==> src/rtl/action_unit_pkg.sv <==
// Shared constants and types for the Action Unit rule-memory writer.
// Field indices name the nine Single_Field_Unit memories in bus order.
package action_unit_pkg;

    localparam int NUM_FIELDS  = 9;
    localparam int FIELD_IDX_W = $clog2(NUM_FIELDS);

    localparam int FIELD_IN_PORT          = 0;
    localparam int FIELD_SA_UNDERLAY      = 1;
    localparam int FIELD_DA_UNDERLAY      = 2;
    localparam int FIELD_GTPU_TEID        = 3;
    localparam int FIELD_GTPU_QFI         = 4;
    localparam int FIELD_SA_OVERLAY       = 5;
    localparam int FIELD_DA_OVERLAY       = 6;
    localparam int FIELD_SP_DP_OVERLAY    = 7;
    localparam int FIELD_PROTOCOL_OVERLAY = 8;

    typedef enum logic [1:0] {
        IDLE  = 2'd0,
        WRITE = 2'd1,
        DONE  = 2'd2
    } loader_state_e;

endpackage

==> src/rtl/action_rule_loader_if.sv <==
// Host-side rule handshake: one complete rule (PDR_ID, field mask, nine values)
// per valid/ready transfer. The loader is the slave.
interface action_rule_loader_if
    import action_unit_pkg::*;
#(
    parameter int DATA_WIDTH = 32,
    parameter int ADDR_WIDTH = 2
);

    logic                             rule_valid;
    logic                             rule_ready;
    logic [ADDR_WIDTH-1:0]            rule_pdr_id;
    logic [NUM_FIELDS-1:0]            rule_field_mask;
    logic [NUM_FIELDS*DATA_WIDTH-1:0] rule_data;

    modport master (
        output rule_valid,
        output rule_pdr_id,
        output rule_field_mask,
        output rule_data,
        input  rule_ready
    );

    modport slave (
        input  rule_valid,
        input  rule_pdr_id,
        input  rule_field_mask,
        input  rule_data,
        output rule_ready
    );

endinterface

==> src/rtl/action_rule_loader_field_mask_pick.sv <==
// Combinational lowest-set-bit picker for the remaining field mask.
module field_mask_pick
    import action_unit_pkg::*;
#(
    parameter int WIDTH = NUM_FIELDS,
    parameter int IDX_W = FIELD_IDX_W
) (
    input  logic [WIDTH-1:0] mask,
    output logic [WIDTH-1:0] onehot,
    output logic [IDX_W-1:0] idx,
    output logic             any
);

    // Two's-complement isolates the lowest set bit; OR-ing indices is exact for a one-hot vector.
    always_comb begin
        onehot = mask & (~mask + WIDTH'(1));
        idx    = '0;
        for (int i = 0; i < WIDTH; i++) begin
            idx = idx | (onehot[i] ? IDX_W'(i) : IDX_W'(0));
        end
        any = |mask;
    end

endmodule

==> src/rtl/action_rule_loader.sv <==
// Serialises one rule per handshake into one-hot field-memory write cycles.
// Optional ACTION_LOADER_STATS_EN adds rules_loaded / writes_issued counters.
module action_rule_loader
    import action_unit_pkg::*;
#(
    parameter int DATA_WIDTH = 32,
    parameter int ADDR_WIDTH = 2
) (
    input  logic                  clk,
    input  logic                  rst_n,
    action_rule_loader_if.slave   rule_if,
    output logic [ADDR_WIDTH-1:0] W_ADDR,
    output logic [NUM_FIELDS-1:0] Write_Enables,
    output logic [DATA_WIDTH-1:0] Write_Data,
    output logic                  busy,
    output logic                  rule_done
`ifdef ACTION_LOADER_STATS_EN
    ,
    output logic [15:0]           rules_loaded,
    output logic [15:0]           writes_issued
`endif
);

    loader_state_e                    state_q, state_d;
    logic [ADDR_WIDTH-1:0]            pdr_q, pdr_d;
    logic [NUM_FIELDS-1:0]            mask_q, mask_d;
    logic [NUM_FIELDS*DATA_WIDTH-1:0] data_q, data_d;
    logic [ADDR_WIDTH-1:0]            waddr_q, waddr_d;
    logic [NUM_FIELDS-1:0]            we_q, we_d;
    logic [DATA_WIDTH-1:0]            wdata_q, wdata_d;
    logic                             busy_q, busy_d;
    logic                             done_q, done_d;

    logic [NUM_FIELDS-1:0]            pick_onehot_s;
    logic [FIELD_IDX_W-1:0]           pick_idx_s;
    logic                             pick_any_s;

    field_mask_pick #(
        .WIDTH (NUM_FIELDS),
        .IDX_W (FIELD_IDX_W)
    ) u_pick (
        .mask   (mask_q),
        .onehot (pick_onehot_s),
        .idx    (pick_idx_s),
        .any    (pick_any_s)
    );

    assign rule_if.rule_ready = (state_q == IDLE);

    // Next-state and next-output computation; write bus holds address/data between strobes.
    always_comb begin
        state_d = state_q;
        pdr_d   = pdr_q;
        mask_d  = mask_q;
        data_d  = data_q;
        waddr_d = waddr_q;
        we_d    = '0;
        wdata_d = wdata_q;
        done_d  = 1'b0;
        case (state_q)
            IDLE: begin
                if (rule_if.rule_valid) begin
                    pdr_d   = rule_if.rule_pdr_id;
                    mask_d  = rule_if.rule_field_mask;
                    data_d  = rule_if.rule_data;
                    state_d = (|rule_if.rule_field_mask) ? WRITE : DONE;
                end else begin
                    state_d = IDLE;
                end
            end
            WRITE: begin
                if (pick_any_s) begin
                    waddr_d = pdr_q;
                    we_d    = pick_onehot_s;
                    wdata_d = data_q[int'(pick_idx_s)*DATA_WIDTH +: DATA_WIDTH];
                    mask_d  = mask_q & ~pick_onehot_s;
                    state_d = (mask_d == '0) ? DONE : WRITE;
                end else begin
                    state_d = DONE;
                end
            end
            DONE: begin
                done_d  = 1'b1;
                state_d = IDLE;
            end
            default: begin
                state_d = IDLE;
            end
        endcase
        busy_d = (state_d != IDLE);
    end

    // State, latched rule and registered write-bus outputs.
    always_ff @(posedge clk or negedge rst_n) begin
        if (!rst_n) begin
            state_q <= IDLE;
            pdr_q   <= '0;
            mask_q  <= '0;
            data_q  <= '0;
            waddr_q <= '0;
            we_q    <= '0;
            wdata_q <= '0;
            busy_q  <= 1'b0;
            done_q  <= 1'b0;
        end else begin
            state_q <= state_d;
            pdr_q   <= pdr_d;
            mask_q  <= mask_d;
            data_q  <= data_d;
            waddr_q <= waddr_d;
            we_q    <= we_d;
            wdata_q <= wdata_d;
            busy_q  <= busy_d;
            done_q  <= done_d;
        end
    end

    assign W_ADDR        = waddr_q;
    assign Write_Enables = we_q;
    assign Write_Data    = wdata_q;
    assign busy          = busy_q;
    assign rule_done     = done_q;

`ifdef ACTION_LOADER_STATS_EN
    logic [15:0] rules_loaded_q, rules_loaded_d;
    logic [15:0] writes_issued_q, writes_issued_d;

    // Counters track the registered strobes actually seen on the outputs; both wrap.
    always_comb begin
        if (done_q) begin
            rules_loaded_d = rules_loaded_q + 16'd1;
        end else begin
            rules_loaded_d = rules_loaded_q;
        end
        if (we_q != '0) begin
            writes_issued_d = writes_issued_q + 16'd1;
        end else begin
            writes_issued_d = writes_issued_q;
        end
    end

    // Statistics registers.
    always_ff @(posedge clk or negedge rst_n) begin
        if (!rst_n) begin
            rules_loaded_q  <= 16'd0;
            writes_issued_q <= 16'd0;
        end else begin
            rules_loaded_q  <= rules_loaded_d;
            writes_issued_q <= writes_issued_d;
        end
    end

    assign rules_loaded  = rules_loaded_q;
    assign writes_issued = writes_issued_q;
`endif

endmodule

==> src/flat_wrapper.sv <==
// flat-port wrapper written by rule: the top's interface ports become plain ports
module action_rule_loader_flat import action_unit_pkg::*;
#(
    parameter int DATA_WIDTH = 32,
    parameter int ADDR_WIDTH = 2
)
  (clk, rst_n, W_ADDR, Write_Enables, Write_Data, busy, rule_done, rule_if_rule_valid, rule_if_rule_pdr_id, rule_if_rule_field_mask, rule_if_rule_data, rule_if_rule_ready);
  action_rule_loader_if #(.DATA_WIDTH(DATA_WIDTH), .ADDR_WIDTH(ADDR_WIDTH)) rule_if_i ();
  input  logic clk;
  input  logic rst_n;
  output logic [ADDR_WIDTH-1:0] W_ADDR;
  output logic [NUM_FIELDS-1:0] Write_Enables;
  output logic [DATA_WIDTH-1:0] Write_Data;
  output logic busy;
  output logic rule_done;
  input wire logic [$bits(rule_if_i.rule_valid)-1:0] rule_if_rule_valid;
  input wire logic [$bits(rule_if_i.rule_pdr_id)-1:0] rule_if_rule_pdr_id;
  input wire logic [$bits(rule_if_i.rule_field_mask)-1:0] rule_if_rule_field_mask;
  input wire logic [$bits(rule_if_i.rule_data)-1:0] rule_if_rule_data;
  output wire logic [$bits(rule_if_i.rule_ready)-1:0] rule_if_rule_ready;
  assign rule_if_i.rule_valid = rule_if_rule_valid;
  assign rule_if_i.rule_pdr_id = rule_if_rule_pdr_id;
  assign rule_if_i.rule_field_mask = rule_if_rule_field_mask;
  assign rule_if_i.rule_data = rule_if_rule_data;
  assign rule_if_rule_ready = rule_if_i.rule_ready;
  action_rule_loader #(.DATA_WIDTH(DATA_WIDTH), .ADDR_WIDTH(ADDR_WIDTH)) u_core (.clk(clk), .rst_n(rst_n), .rule_if(rule_if_i), .W_ADDR(W_ADDR), .Write_Enables(Write_Enables), .Write_Data(Write_Data), .busy(busy), .rule_done(rule_done));
endmodule
==> config.mk <==
export PLATFORM = sky130hd
export DESIGN_NAME = action_rule_loader_flat
export DESIGN_NICKNAME = d
export VERILOG_FILES = /design/src/rtl/action_unit_pkg.sv /design/src/rtl/action_rule_loader_if.sv /design/src/rtl/action_rule_loader_field_mask_pick.sv /design/src/rtl/action_rule_loader.sv /design/src/flat_wrapper.sv
export SDC_FILE = /design/constraint.sdc
export NUM_CORES = 1
export LEC_CHECK = 0
export ABC_AREA = 1
export BUFFER_PORTS_ARGS = -buffer_cell sky130_fd_sc_hd__buf_2
export CAP_MARGIN = 20
export CORE_MARGIN = 5
export CORE_UTILIZATION = 35
export CTS_CLUSTER_DIAMETER = 120
export CTS_CLUSTER_SIZE = 30
export DETAILED_ROUTE_END_ITERATION = 8
export GPL_ROUTABILITY_DRIVEN = 1
export HOLD_SLACK_MARGIN = 0.15
export PLACE_DENSITY = 0.65
export RECOVER_POWER = 100
export SKIP_LAST_GASP = 1
export SYNTH_ARGS = -nofsm -noshare
export SYNTH_HDL_FRONTEND = slang
export SYNTH_SLANG_ARGS = --single-unit
==> constraint.sdc <==
create_clock -name clk -period 5.3 [get_ports clk]
set_input_delay 0.795 -clock clk [delete_from_list [all_inputs] [get_ports clk]]
set_output_delay 0.795 -clock clk [all_outputs]
set_load 0.02 [all_outputs]
== After elaboration in Yosys (flattened, before gate mapping) ==
Index checks and enable logic that the tools add are counted.
Storage, ports and cells
  output and inout bits: 46
  input bits: 302
  logic and storage cells: 54
  register bits: 346
Operators by class
  reduce and logical (&&, ||, !) cells: 9
  shift operators: 1
  multiplexer cells: 19
  eq/ne operators: 4
  add/sub/neg operators: 1
  bitwise gates (word level): 11
Operator list (number)
  $shiftx A288 B10 Y32: 1
  $mux W9: 4
  $and A9 B9 Y9: 2
  $not A9 Y9: 2
  $pmux W9 S2: 1
  $reduce_or A9 Y1: 2
  $mux W2: 6
  $mux W3: 4
  $add A9 B1 Y9 const B: 1
  $logic_not A9 Y1: 1
  $or A3 B3 Y3: 3
  $mux W4: 1
  $or A4 B4 Y4: 1
  $pmux W2 S2: 1
  $reduce_and A2 Y1: 2
  $reduce_bool A2 Y1: 2
  $or A2 B3 Y3: 1
  $reduce_and A3 Y1: 1
  $eq A2 B1 Y1 const B: 1
  $eq A2 B2 Y1 const B: 1
  $logic_not A2 Y1: 1
  $mux W1: 2
  $ne A2 B1 Y1 const B: 1
  $ne A2 B2 Y1 const B: 1
  other kinds (2): 2

== Logic depth before layout (Yosys ltp) ==
Gate-level depths: netlist of the first run.
  depth after elaboration: 12
  mapped depth: 12

== By module ==
From an unflattened synthesis of the first run, not the netlist that was laid out.
Unflattened totals
  cell total of the unflattened synthesis: 2127
  area, all modules: 16623.4 um^2
Modules (own cells, without submodules)
  action_rule_loader: seq. area each 8658.3 um^2, area an instance 16407.0 um^2, cells each 2088, times used 1
  field_mask_pick: seq. area each 0.0 um^2, area an instance 216.5 um^2, cells each 39, times used 1

== Least setup slack after synthesis of the first run ==
OpenSTA, ideal clock, no wires.
  path kind: input port to flip-flop
  from: in rule_if_rule_valid
  to: reg u_core.data_q[10]
  path slack: 3439 ps
  cell stages on the path: 4
  data required time: 5167 ps
  arrival time: 1729 ps
  buffers on the path: 2
  cells stage by stage: nand2_1 > clkbuf_1 > clkbuf_1 > a21oi_1
Between the ends
  longest elaborated chain between the ends: 1
RTL lines
  start, declared: line flat_wrapper.sv:16  | input wire logic [$bits(rule_if_i.rule_valid)-1:0] rule_if_rule_valid;
  $reduce_and A2 Y1 (no line)
  end signal, assigned: line action_rule_loader.sv:109  | data_q <= data_d;
  end, declared: line action_rule_loader.sv:27  | logic [NUM_FIELDS*DATA_WIDTH-1:0] data_q, data_d;
No other way between the ends.
A chain may end at the register's enable or synchronous reset.

== Worst setup path in the final report of the first run ==
  from: reg u_core.state_q[0]
  to: reg u_core.data_q[287]
Between the ends
  longest elaborated chain between the ends: 2
RTL lines
  start, declared: line action_rule_loader.sv:24  | loader_state_e state_q, state_d;
  start signal, assigned: line action_rule_loader.sv:106  | state_q <= state_d;
  $logic_not A2 Y1: line action_rule_loader.sv:60  | case (state_q)
  $reduce_and A2 Y1 (no line)
No other way between the ends.

==> results.ini, run 1 <==
[synth]
synth_most_common_cell=nand3_1
synth_top_flop_cell=dfrtp_1
ys_types=29
ys_top_cells_by_area=dfrtp_1 (53%), nand3_1 (11%), a21oi_1 (9.0%)
yosysSeqAreaShare_pct=53.4
yosysTopAreaCellShare_pct=53.4
synth-edff-count=0
ys_ff_latch=346
postSynthNetCount=2281
synthCells=1979
async_reset_ff_share_pct=100
syn_area_per_cell_um2=8.19
synth_area_leader_cell=dfrtp_1
netlist_area_um2=16200
synthTopCellsByCount=nand3_1 (357), dfrtp_1 (346), nor2_1 (313)
ys_warn_count=0

[floorplan]
core_um2=45600
die_area_um2=50700
die_x_um=225
rows=78
ios=348
start_util_pct=35.6
fp.dieH_um=225

[worst_setup_path]
r2r_setup_slack_ns=1.33
critPathSlowestCell=nand2_1
critPathTopFamily=simple AND/OR/NAND/NOR gates
critPathMaxStageDelay_ns=1.75
critical_path_cell_count=4
crit_path_end_kind=flip-flop
r2r_cells=4
crit_arrival_ns=4.39
cp-endpoint=u_core.data_q[287]
path_cells=nor2_1 -> nand2_1 -> clkbuf_2 -> mux2_2
r2r_start=u_core.state_q[0]
crit_required_ns=5.72
cp-startpoint=u_core.state_q[0]
critPathKind=reg2reg
r2r_end=u_core.data_q[287]
critical_path.max_fanout=66
cp_num_buf_inv=1
start_kind=flip-flop

[finish]
final_nets=2527
layout-drive-gt1-share_pct=17.2
layoutNonFillerInstCount=2826
finalInstanceArea_um2=18600
syn2layout_area_growth_pct=14.6

[global_route]
grt_remaining_overflow=0
antenna_found_initial=4
grt_pass1_vias=14024
grt_max_degree=153
track_usage_pct=21.1
grt_pass1_wl_um=84500

[placement]
gp_congestion=0.930
dpl_worst_slack_ns=2.03
dpl.hpwl_um=39900
place_area_um2=18300
port-buffer-count=347
dp_cells=2808

[run]
max_cap_violations=3

[clock_tree]
clockRootBuffer=clkbuf_16
hold_buffers=0
cts_max_path_buffers=3
numCtsBuffers=15
cts_max_level=1
post_cts_resized=0
cts_tree=built
postCtsSetupBuffers=0
numClockSinks=346
clk-insertion-delay-late_ns=0.53
clk_pin_slew_worst_paths_ns=0.12

[timing]
skew_ns=0.0293
finalWorstSetupSlack_ns=1.33
final-max-slew-violation-count=124
tightest_slew_ns=3.17
period_share_pct=75.0
hold_viol_final=0
fmax_mhz=252
setup-violations-final=0
relSlewSlack_pct=-112
fin_crit_ns=3.97
rsz0062_at_grt=false
fin_tns_setup_ns=0

[detailed_routing]
vias=14466
dr.pass1.iters=5
drt-wirelength-per-cell_um=19.7
via_per_inst=5.12
totalWireLength_um=55800
antenna_left=0
drc_errors=0
drt_iter0_markers=1713

[power]
leakage_nw=9.54
p_per_area_nw_per_um2=659
power_mw=12.3
peakVddDrop_uv=419

[worst_hold_path]
holdCritPathClass=in2reg

[status]
status=finished, violations left
violations=capacitance limit, slew limit

[metrics by stage]
step                hold slack, ns  utilization [%]
finish                       0.490             40.8
global route                 0.481             40.8
CTS                          0.171             41.0
detailed placement           0.456             40.2
global placement             0.449             40.1
floorplan                    0.436                -
[where the power goes]
part | internal, mW | switching (mW)
registers | 3.88 | 0.475
logic | 2.01 | 4.51
clock network | 0.527 | 0.861
[worst min path at each step]
| stage | endpoint | depth (start not counted) | from | slack [ns] |
|---|---|---|---|---|
| detailed placement | u_core.W_ADDR[1] | 2 | u_core.pdr_q[1] | 0.46 |
| floorplan | u_core.W_ADDR[1] | 2 | u_core.pdr_q[1] | 0.44 |
| CTS | u_core.data_q[219] | 1 | rst_n | 0.17 |
| global route | u_core.data_q[265] | 2 | rule_if_rule_data[265] | 0.48 |
| global placement | u_core.W_ADDR[1] | 2 | u_core.pdr_q[1] | 0.45 |
| finish | u_core.data_q[284] | 2 | rule_if_rule_data[284] | 0.49 |
[cells in the final DEF (no fill, tap or decap)]
cell,count
nand2_1,151
buf_2,300
inv_4,1
nand4_1,3
nor2_1,314
nor4_1,2
nor2_4,4
buf_4,10
a31oi_1,34
buf_12,5
nand2_2,1
mux2_2,33
dfrtp_1,346
nand3_1,357
o21ai_0,15
buf_8,1
clkbuf_16,15
inv_1,271
nor3_1,3
clkinv_2,1
o21a_1,1
nand3_4,3
inv_12,1
diode_2,2
a21oi_1,290
clkbuf_2,4
o211ai_1,5
clkbuf_1,49
o22ai_1,1
inv_2,3
[per-layer routing]
layer	routed length [um]	track usage, %
met1	27300	34.3
met2	22800	28.9
met3	4490	4.04
met4	1110	4.37
met5	20	0
[cell type report]
class / instances / area (um2)
tap: 600 / 751
clock buffer: 15 / 375
clock inverter: 1 / 16.3
multi-input combinational: 1217 / 5840
antenna: 2 / 5.00
sequential: 346 / 8660
inverter: 276 / 1040
fill: 4754 / 27000
timing repair buffer: 369 / 1900
[registers in the layout, indices dropped and copies added (netlist names)]
name                  flops
u_core.Write_Enables      9
u_core.busy               1
u_core.state_q            2
u_core.pdr_q              2
u_core.Write_Data        32
u_core.W_ADDR             2
u_core.mask_q             9
u_core.data_q           288
u_core.rule_done          1
[logic make-up after synthesis]
kind of cell           synth area share [%]
muxes                                  2.29
AOI/OAI and AO/OA                      11.1
DFF                                    53.4
buffers and inverters                  10.6
and+or+nand+nor                        22.6
No activity file was read; power rests on OpenSTA's default activity.
==> run 2, diff against run 1 <==
- ABC_AREA: 1 -> 0
- PLACE_DENSITY: 0.65 -> 0.66
- clock period: 5.3 -> 3.8 ns (I/O delays scaled with it)
==> run 2 against run 1 <==
  * The run still ends with capacitance limit, slew limit left
  * Critical path type unchanged
  * First-iteration DRC count down 39%
  * Utilization up 0.53 points
  * Sequential power up 52%
  * Count of clock-buffer cells in the layout increased by 3
  * Synthesized area shrank 4.3%
  * Global-route usage down 0.76 points
  * Sequential share of layout area increased by 1.0 points
  * Largest cell class unchanged
  * Critical path depth is 2 higher
  * Critical endpoint is now u_core.Write_Data[28]
  * Highest routed layer unchanged
  * Clock power up 45%
  * Synthesized cell count down 10%
==> results.ini, run 2 <==
[synth]
synth-edff-count=0
synth_area_leader_cell=dfrtp_1
synth_most_common_cell=nand2_1
async_reset_ff_share_pct=100
yosysTopAreaCellShare_pct=55.8
postSynthNetCount=2081
yosysSeqAreaShare_pct=55.8
syn_area_per_cell_um2=8.72
synthTopCellsByCount=nand2_1 (915), dfrtp_1 (346), clkbuf_1 (97)
synthCells=1779
ys_ff_latch=346
netlist_area_um2=15500
synth_top_flop_cell=dfrtp_1
ys_types=40
ys_top_cells_by_area=dfrtp_1 (56%), nand2_1 (22%), mux2i_1 (6.2%)
ys_warn_count=0

[worst_setup_path]
critPathSlowestCell=clkbuf_1
r2r_start=u_core.mask_q[2]
r2r_cells=6
r2r_end=u_core.Write_Data[28]
r2r_setup_slack_ns=0.40
cp-endpoint=u_core.Write_Data[28]
critical_path.max_fanout=20
critPathKind=reg2reg
path_cells=nor4_1 -> buf_4 -> nand2_1 -> clkbuf_1 -> o221ai_1 -> o32a_1
critical_path_cell_count=6
cp_num_buf_inv=2
crit_path_end_kind=flip-flop
cp-startpoint=u_core.mask_q[2]
start_kind=flip-flop
critPathTopFamily=buffers and inverters
critPathMaxStageDelay_ns=0.98
crit_arrival_ns=3.81
crit_required_ns=4.21

[finish]
final.fill_count=4461
top_register=u_core.data_q
diodes=0
layout-drive-gt1-share_pct=17.5
finalInstanceArea_um2=18200
final_common_cell=nand2_1
final_cell_mix=nand2_1 (915), dfrtp_1 (345), buf_2 (300), mux2i_1 (96), nand3_1 (65)
largest_reg_flops=288
syn2layout_area_growth_pct=17.2
final_nets=2348

[power]
peakVddDrop_uv=614
p_per_area_nw_per_um2=891
leakage_nw=9.52
power_mw=16.2

[clock_tree]
numCtsBuffers=15
postCtsSetupBuffers=0
cts_tree=built
clk_pin_slew_worst_paths_ns=0.12
post_cts_resized=0
numClockSinks=346
hold_buffers=1
clockRootBuffer=clkbuf_16
cts_max_path_buffers=3
clk-insertion-delay-late_ns=0.52
cts_max_level=1

[timing]
skew_ns=0.0151
relSlewSlack_pct=-86.6
rsz0062_at_grt=false
final-max-slew-violation-count=216
period_share_pct=89.4
hold_viol_final=0
fmax_mhz=294
fin_tns_setup_ns=0
fin_crit_ns=3.40
tightest_slew_ns=2.80
setup-violations-final=0

[detailed_routing]
drc_errors=0
drt_iter0_markers=1053
drt-wirelength-per-cell_um=19.3
vias=13475
antenna_left=0
dr.pass1.iters=6
totalWireLength_um=51000
via_per_inst=5.10

[floorplan]
ios=348
die_x_um=221
start_util_pct=35.3
core_um2=44000
die_area_um2=48700
rows=77
fp.dieH_um=221

[global_route]
track_usage_pct=20.3
grt_remaining_overflow=0
grt_pass1_wl_um=77800
grt_pass1_vias=13698
grt_max_degree=129
antenna_found_initial=2

[placement]
gp_congestion=0.870
port-buffer-count=347
place_area_um2=17900
dpl.hpwl_um=37100

[status]
violations=capacitance limit, slew limit
status=finished, violations left

[worst_hold_path]
holdCritPathClass=in2reg

[run]
max_cap_violations=4

## run 2: worst min path at each step
stage	slack [ns]	cells after the start	from	endpoint
6_report	0.23	3	rule_if_rule_data[96]	u_core.data_q[96]
5_1_grt	0.22	3	rule_if_rule_data[40]	u_core.data_q[40]
4_1_cts	0.21	3	rule_if_rule_data[212]	u_core.data_q[212]
3_5_place_dp	0.46	2	u_core.data_q[58]	u_core.data_q[58]
3_3_place_gp	0.45	2	u_core.pdr_q[0]	u_core.pdr_q[0]
2_1_floorplan	0.27	0	rst_n	u_core.W_ADDR[0]
## run 2: cells by family after synthesis
| family | share of synthesized area (%) |
|---|---|
| flops | 55.8 |
| simple gates | 26.3 |
| compound gates | 7.88 |
| fa+ha+maj | 0.137 |
| buf+inv | 3.52 |
| mux | 6.34 |
## run 2: layout make-up
cell class / count / area (um2) / share of cell area [%]
Multi-Input combinational cell: 1304 / 6360 / 35.0
Tap cell: 592 / 741 / 4.07
Sequential cell: 346 / 8660 / 47.6
Inverter: 3 / 11.3 / 0.0619
Timing Repair Buffer: 376 / 1970 / 10.8
Clock inverter: 2 / 38.8 / 0.213
Clock buffer: 18 / 407 / 2.24
## run 2: through the flow
stage	hold slack [ns]	worst slack, ns	instances	util, %
global route	0.218	0.243	2641	41.3
global placement	0.453	0.687	2620	40.6
detailed placement	0.462	0.596	2620	40.6
floorplan	0.274	1.49	1779	-
CTS	0.206	0.593	2641	41.6
finish	0.227	0.401	2641	41.3
## run 2: power breakdown
group | leakage [nW] | total [mW] | switching, mW | internal (mW)
combinational | 5.03 | 7.57 | 4.78 | 2.79
sequential | 4.28 | 6.61 | 1.19 | 5.42
clock | 0.219 | 2.02 | 1.18 | 0.842
total | 9.52 | 16.2 | 7.15 | 9.05
## run 2: worst reg2reg max path, stage by stage (launching register included)
cell and delay (ns):
dfrtp_1 0.63, nor4_1 0.12, buf_4 0.20, nand2_1 0.76
clkbuf_1 0.99, o221ai_1 0.25, o32a_1 0.35
## run 2: layer usage
metal	track usage [%]	up-vias	routed length (um)
met2	34.9	454	25100
li1	-	6342	-
met4	5.73	2	1520
met5	0	-	13
met3	2.64	54	3060
met1	27.2	6623	21400
==> run 3, diff against run 2 <==
==> constraint.sdc (replaced) <==
create_clock -name clk -period 3.8 [get_ports clk]
set_input_delay 0 -clock clk [delete_from_list [all_inputs] [get_ports clk]]
set_output_delay 0 -clock clk [all_outputs]
set_load 0.02 [all_outputs]
==> run 3 against run 2 <==
  * The flow still finishes with violations (capacitance limit, slew limit)
  * Non-clock buffer count is 303 higher
  * Hold slack worse by 0.070 ns
  * Die area stayed put
  * Critical path depth is 1 higher
  * Count of clock-buffer cells in the layout is 2 lower
  * Highest routed layer unchanged
  * Critical path type unchanged
  * Global-route usage is 2.4 points higher
==> results.ini, run 3 (synthesis gave the netlist of run 2 again) <==
[timing]
fin_tns_setup_ns=0
period_share_pct=88.2
rsz0062_at_grt=false
hold_viol_final=0
final-max-slew-violation-count=216
fin_crit_ns=3.35
skew_ns=0.0125
tightest_slew_ns=2.83
setup-violations-final=0
fmax_mhz=298
relSlewSlack_pct=-89.0

[clock_tree]
hold_buffers=307
numClockSinks=346
cts_max_path_buffers=3
cts_max_level=1
clockRootBuffer=clkbuf_16
clk-insertion-delay-late_ns=0.52
numCtsBuffers=15
post_cts_resized=0
clk_pin_slew_worst_paths_ns=0.11
cts_tree=built
postCtsSetupBuffers=0

[status]
violations=capacitance limit, slew limit
status=finished, violations left

[worst_setup_path]
start_kind=flip-flop
critPathTopFamily=simple AND/OR/NAND/NOR gates
crit_path_end_kind=flip-flop
r2r_start=u_core.mask_q[0]
critPathSlowestCell=or4_1
path_cells=or4_1 -> nor4_1 -> nor2_4 -> buf_12 -> mux2i_1 -> o22ai_1 -> o32a_1
cp_num_buf_inv=1
critical_path.max_fanout=74
critPathKind=reg2reg
critPathMaxStageDelay_ns=0.66
crit_arrival_ns=3.76
crit_required_ns=4.21
cp-startpoint=u_core.mask_q[0]

[detailed_routing]
dr.pass1.iters=5
totalWireLength_um=56800
vias=15045
drt_iter0_markers=1093
drt-wirelength-per-cell_um=19.3
antenna_left=0
drc_errors=0
via_per_inst=5.11

[finish]
layoutNonFillerInstCount=2945
layout-drive-gt1-share_pct=15.4
final.fill_count=4077
top_register=u_core.data_q
final_cell_mix=nand2_1 (913), dfrtp_1 (345), dlygate4sd3_1 (307), buf_2 (300), mux2i_1 (96)
syn2layout_area_growth_pct=36.7
final_common_cell=nand2_1
largest_reg_flops=288
final_nets=2651

[global_route]
antenna_found_initial=3
track_usage_pct=22.7
grt_pass1_wl_um=87200
grt_max_degree=126
grt_pass1_vias=15767
grt_remaining_overflow=0

[worst_hold_path]
hp-start=rule_if_rule_valid
holdCritPathClass=in2reg

[power]
p_per_area_nw_per_um2=776
peakVddDrop_uv=542
leakage_nw=10.8

[floorplan]
core_um2=44000
start_util_pct=35.3
ios=348
rows=77
fp.dieH_um=221
die_area_um2=48700
die_x_um=221

[placement]
dp_cells=2617
port-buffer-count=347
gp_congestion=0.864
dpl.hpwl_um=36700

[run]
max_cap_violations=3

[run 3: cell count changes in the layout (fill, tap and decap cells not counted), sizes merged]
cell         change
inv              +1
buf              -3
dlygate4sd3    +306
clkinv           -1
clkbuf           -2
diode            +3
[run 3: path summary, 6_finish.rpt]
kind | end | slack [ns] | cells after the start
worst min register to register | u_core.data_q[38] | 0.48 | 2
max in group asynchronous | u_core.data_q[168] | 0.97 | 3
worst min-delay path | u_core.data_q[252] | 0.16 | 4
worst max-delay path | u_core.Write_Data[4] | 0.45 | 7
min in group asynchronous | u_core.data_q[105] | 0.92 | 2
worst max register to register | u_core.Write_Data[4] | 0.45 | 7
[run 3: worst min-delay path, cell delays in order]
cell	delay [ns]
buf_2	0.12
and2_4	0.32
nand2_1	0.14
nand2_1	0.05
[run 3: report_power, final]
group	leakage, nW	internal, mW	total (mW)	switching [mW]
sequential	4.28	5.42	6.65	1.23
combinational	6.28	2.99	7.83	4.84
clock	0.206	0.802	1.97	1.17
[run 3: metrics by stage]
step | utilization [%] | setup WS [ns] | power (mW) | cell area, um2 | hold WS [ns]
after floorplan | - | 1.49 | 11.8 | 15500 | -0.296
after global placement | 40.5 | 0.779 | 14.1 | 17800 | 0.128
after detailed placement | 40.5 | 0.625 | 14.4 | 17800 | 0.133
after CTS | 48.4 | 0.615 | 16.6 | 21300 | 0.151
after global routing | 48.2 | 0.254 | 17.6 | 21200 | 0.182
final | 48.2 | 0.447 | 16.4 | 21200 | 0.158
[run 3: cell type report]
class,instances,area (um2),share of cell area (%)
inverter,3,11.3,0.0531
timing repair buffer,679,4990,23.5
clock inverter,2,41.3,0.195
clock buffer,16,379,1.79
antenna,3,7.51,0.0354
tap,592,741,3.49
multi-input combinational,1304,6380,30.1
sequential,346,8660,40.8
[run 3: per-layer routing]
layer | GRT usage [%] | routed length [um] | up-vias
met5 | 0 | 28 | -
met4 | 10.0 | 2990 | 4
met3 | 3.02 | 3400 | 159
met2 | 40.2 | 28300 | 664
met1 | 27.9 | 22100 | 7272
li1 | - | - | 6946
